**src/rtl/ifetch_unit.sv**
```systemverilog
// Instruction-fetch front end: one outstanding read to instruction memory,
// holds the returned word for decode and handles flush, misalignment and timeout.
module ifetch_unit #(
    parameter int unsigned TIMEOUT = 255
) (
    input  logic        clock,
    input  logic        rst,
    input  logic [31:0] pc_i,
    input  logic        pc_vld_i,
    input  logic        flush_i,
    input  logic        pause_i,
    output logic        mem_req_o,
    output logic [31:0] mem_addr_o,
    input  logic        mem_gnt_i,
    input  logic        mem_rvalid_i,
    input  logic [31:0] mem_rdata_i,
    output logic [31:0] ins_o,
    output logic [31:0] ins_pc_o,
    output logic        ins_vld_o,
    output logic        stall_o,
    output logic        err_o
);

    typedef enum logic [1:0] {
        IDLE  = 2'd0,
        REQ   = 2'd1,
        WAIT  = 2'd2,
        VALID = 2'd3
    } state_e;

    localparam logic [7:0] CntLast = 8'(TIMEOUT - 1);

    state_e      state_q, state_d;
    logic [31:0] addr_q, addr_d;
    logic [31:0] ins_q, ins_d;
    logic [31:0] ipc_q, ipc_d;
    logic        err_q, err_d;
    logic        drop_q, drop_d;
    logic [7:0]  cnt_q, cnt_d;
    logic        aligned;

    assign aligned = (pc_i[1:0] == 2'b00);

    always_ff @(posedge clock) begin
        if (rst) begin
            state_q <= IDLE;
            addr_q  <= '0;
            ins_q   <= '0;
            ipc_q   <= '0;
            err_q   <= 1'b0;
            drop_q  <= 1'b0;
            cnt_q   <= '0;
        end else begin
            state_q <= state_d;
            addr_q  <= addr_d;
            ins_q   <= ins_d;
            ipc_q   <= ipc_d;
            err_q   <= err_d;
            drop_q  <= drop_d;
            cnt_q   <= cnt_d;
        end
    end

    always_comb begin
        state_d = state_q;
        addr_d  = addr_q;
        ins_d   = ins_q;
        ipc_d   = ipc_q;
        err_d   = 1'b0;
        drop_d  = drop_q;
        cnt_d   = cnt_q;
        unique case (state_q)
            IDLE: begin
                // A stale response still owed after flush/timeout releases drop
                if (mem_rvalid_i) drop_d = 1'b0;
                if (!flush_i && pc_vld_i) begin
                    if (!aligned) begin
                        err_d = 1'b1;
                    end else if (!drop_q) begin
                        state_d = REQ;
                        addr_d  = pc_i;
                    end
                end
            end
            REQ: begin
                if (flush_i) drop_d = 1'b1;
                if (mem_gnt_i) begin
                    state_d = WAIT;
                    cnt_d   = '0;
                end
            end
            WAIT: begin
                if (mem_rvalid_i) begin
                    drop_d = 1'b0;
                    if (drop_q || flush_i) begin
                        state_d = IDLE;
                    end else begin
                        state_d = VALID;
                        ins_d   = mem_rdata_i;
                        ipc_d   = addr_q;
                    end
                end else if (cnt_q == CntLast) begin
                    err_d   = 1'b1;
                    drop_d  = 1'b1;
                    state_d = IDLE;
                end else begin
                    if (flush_i) drop_d = 1'b1;
                    cnt_d = cnt_q + 8'd1;
                end
            end
            VALID: begin
                if (flush_i) begin
                    state_d = IDLE;
                end else if (!pause_i) begin
                    state_d = IDLE;
                    if (pc_vld_i) begin
                        if (!aligned) begin
                            err_d = 1'b1;
                        end else begin
                            state_d = REQ;
                            addr_d  = pc_i;
                        end
                    end
                end
            end
            default: state_d = IDLE;
        endcase
    end

    always_comb begin
        mem_req_o  = (state_q == REQ);
        mem_addr_o = addr_q;
        ins_o      = ins_q;
        ins_pc_o   = ipc_q;
        ins_vld_o  = (state_q == VALID);
        err_o      = err_q;
        stall_o    = 1'b1;
        if (state_q == IDLE && !pc_vld_i) stall_o = 1'b0;
        if (state_q == VALID && !pause_i && !flush_i) stall_o = 1'b0;
    end

endmodule

```
**config.mk**
```make
export PLATFORM = sky130hd
export DESIGN_NAME = ifetch_unit
export DESIGN_NICKNAME = d
export VERILOG_FILES = /design/src/rtl/ifetch_unit.sv
export SDC_FILE = /design/constraint.sdc
export NUM_CORES = 1
export LEC_CHECK = 0
export ABC_AREA = 1
export ABC_CLOCK_PERIOD_IN_PS = 2200
export BUFFER_PORTS_ARGS = -buffer_cell sky130_fd_sc_hd__buf_2
export CAP_MARGIN = 5
export CORE_UTILIZATION = 33
export DETAILED_ROUTE_END_ITERATION = 7
export GPL_ROUTABILITY_DRIVEN = 0
export PLACE_DENSITY = 0.7
export RECOVER_POWER = 25
export SLEW_MARGIN = 20
export SYNTH_ARGS = -nofsm -noshare
export SYNTH_HDL_FRONTEND = slang
export SYNTH_SLANG_ARGS = --single-unit
```
**constraint.sdc**
```tcl
create_clock -name clock -period 2.2 [get_ports clock]
set_input_delay 0.44 -clock clock [delete_from_list [all_inputs] [get_ports clock]]
set_output_delay 0.44 -clock clock [all_outputs]
set_load 0.005 [all_outputs]
```
==> flow_summary.toml <==
[outcome]
status = "complete, no violations"

[logic_synthesis]
synth.area.top_cells = "dfxtp_1 (48%), nor2_1 (16%), o21ai_0 (7.8%)"
avgSynthCellArea_um2 = 7.52
ys_types = 27
yosysTopAreaCell = "dfxtp_1"
yosys_register_bits = 108
synth_top_area_frac = 0.483
synth_fp_nets = 674
synth_cells = 595
ys_warn_count = 0
yosysSeqAreaShare = 0.483
synth_area_um2 = 4470

[detailed_routing]
drc = 0
vias = 4287
wl_per_cell_um = 12.5
wirelength_mm = 11.7
drtAntennaViolNets = 0
via_per_inst = 4.59
drt_pass1_iterations = 4
drtIter0Drc = 247

[clock_tree]
cts_tree = "yes"
h-tree-depth = 3
post_cts_buffers = 0
clk_latency_ns = 0.34
root_buffer = "clkbuf_16"
cts_sinks = 108
cts_buffers = 9
clockBufferDepth = 2
cts.repair.resized = 0
path_clk_slew_ns = 0.07
hold_buffers = 0

[global_route]
grt_max_degree = 52
grt_first_pass_wirelength_mm = 18.7
antenna_found_initial = 2
grt_pass1_vias = 3842
grt-ovfl-total = 0
grt_use_total = 0.170

[die]
ios = 171
rows = 42
core_area_um2 = 13200
die_h_um = 118
die_w_um = 118
die_area_um2 = 14000
start_util = 0.338

[sta]
final_hold_viol_count = 0
max_freq_ghz = 0.501
rsz0062_at_grt = "false"
tightest_slew_ns = 0.426
fin_skew_ns = 0.00577
finalCritPeriodShare = 0.908
slew_viol_final = 0
setup_viol = 0
slew-limit-headroom = 0.716
min_period_ns = 2.00
setup-tns-final_ns = 0

[setup_path]
arrival_ns = 1.56
timing.rr.start = "state_q[0]"
crit_chain = "ha_1 > inv_2 > nor2_1 > a22oi_1 > buf_2"
crit_fanout = 7
slowest_delay_ns = 0.41
setup.worst_path.start_class = "flop"
worst-path-buf-inv = 2
worstSetupPathType = "reg -> out"
crit_family = "flip-flops"
end_kind = "primary output"
startpoint = "state_q[1]"
slowest_stage = "dfxtp_1"
required_ns = 1.76

[pwr]
power_density_nw_per_um2 = 921
finalPower_uw = 5280
ir_drop_mv = 0.436
leakage_uw = 0.00257

[cells_and_area]
nets = 832
drive_gt1_frac = 0.278
area_growth_pct = 28.3

[flow_run]
maxCapViolations = 0

[placement]
dpl.hpwl_mm = 8.21
io_buffers = 170

[min_path]
hp-class = "in -> reg"
hold_path.startpoint = "mem_rdata_i[2]"
[layer usage]
layer | track usage | share of wire
met3 | 0.0439 | 0.068
met5 | 0 | 0.0011
met2 | 0.280 | 0.46
met1 | 0.208 | 0.46
met4 | 0.0759 | 0.015
[cell families (layout without fill, tap and decap cells)]
group,count (synthesis),after routing,share of synthesized area
AOI/OAI and AO/OA,83,83,0.0940
xor gates and xnor gates,2,2,0.00392
adders and majority gates,8,8,0.0224
buffers and inverters,56,219,0.0598
DFF,108,108,0.483
other,0,1,0
and+or+nand+nor,338,338,0.337
[worst register-to-register path: cells and delay by family (launching register included)]
| kind | cells | cell delay [ns] |
|---|---|---|
| fa+ha+maj | 1 | 0.25 |
| simple gates | 5 | 0.46 |
| buf+inv | 3 | 0.56 |
| flops | 1 | 0.40 |
[power breakdown]
group | leakage (uW) | total [uW] | internal [uW] | switching [uW]
sequential | 0.000874 | 2340 | 2190 | 155
combinational | 0.00157 | 1450 | 577 | 872
clock | 0.000124 | 1490 | 767 | 727
[cells in the final DEF (no fill, tap or decap)]
cell and instances:
xor2_1 1, nor3_1 3, nand2_2 4, nand3b_1 31, nor2_1 189, o21a_1 1
buf_4 6, buf_12 4, clkinvlp_4 3, nand3_2 1, nor3_4 1, nand4_1 2
o21ai_1 1, nand2_1 69, nor2_2 25, clkinv_4 1, buf_1 1, ha_1 8
o21ai_0 70, dfxtp_1 108, a21oi_1 10, xnor2_1 1, nor3b_1 3, clkinv_2 2
clkbuf_16 9, clkbuf_1 20, nand3_1 10, buf_2 150, a22oi_1 1, inv_2 5
inv_1 18, diode_2 1
[area by class of cell]
cell class | count | area [um2]
Inverter | 23 | 86.3
Antenna cell | 1 | 2.50
Multi-Input combinational cell | 431 | 2050
Timing Repair Buffer | 180 | 951
Clock buffer | 10 | 229
Tap cell | 176 | 220
Fill cell | 1429 | 7500
Sequential cell | 108 | 2160
Clock inverter | 6 | 41.3
[state kept, by name (all words and copies together), names as in the netlist]
name and flops:
ins_pc_o 32, mem_addr_o 32, ins_o 32, cnt_q 8, drop_q 1, state_q 2, err_o 1
[synthesized netlist by cell type]
cell      number
clkbuf_1      11
buf_4          5
nand2_1       69
xnor2_1        1
buf_2         13
buf_6          3
o21ai_1        1
nand4_1        2
nor2_2        24
nor3b_1        3
a21oi_1       10
o21a_1         1
nand3_1       10
dfxtp_1      108
nand3_2        1
nor2_1       190
inv_2          4
nand3b_1      31
ha_1           8
nor3_4         1
xor2_1         1
buf_1          1
o21ai_0       70
inv_1         19
nor3_1         3
nand2_2        4
a22oi_1        1
[path summary, 6_finish.rpt]
kind                                       to  slack [ns]  cells after the start
worst max-delay path                  stall_o        0.20                      5
worst min-delay path                 ins_o[2]        0.34                      3
worst max register to register     state_q[0]        0.44                      9
worst min register to register  mem_addr_o[0]        0.47                      2
[stage by stage]
| step | hold slack (ns) | cells | area, um2 | setup WS (ns) | utilization |
|---|---|---|---|---|---|
| 2_1_floorplan | 0.454 | 595 | 4470 | 0.667 | - |
| 3_3_place_gp | 0.455 | 918 | 5490 | 0.471 | 0.415 |
| 3_5_place_dp | 0.463 | 918 | 5490 | 0.451 | 0.415 |
| 4_1_cts | 0.324 | 934 | 5760 | 0.191 | 0.435 |
| 5_1_grt | 0.333 | 934 | 5740 | 0.0495 | 0.433 |
| 6_report | 0.342 | 935 | 5740 | 0.203 | 0.433 |
(Power assumes the default switching activity.)
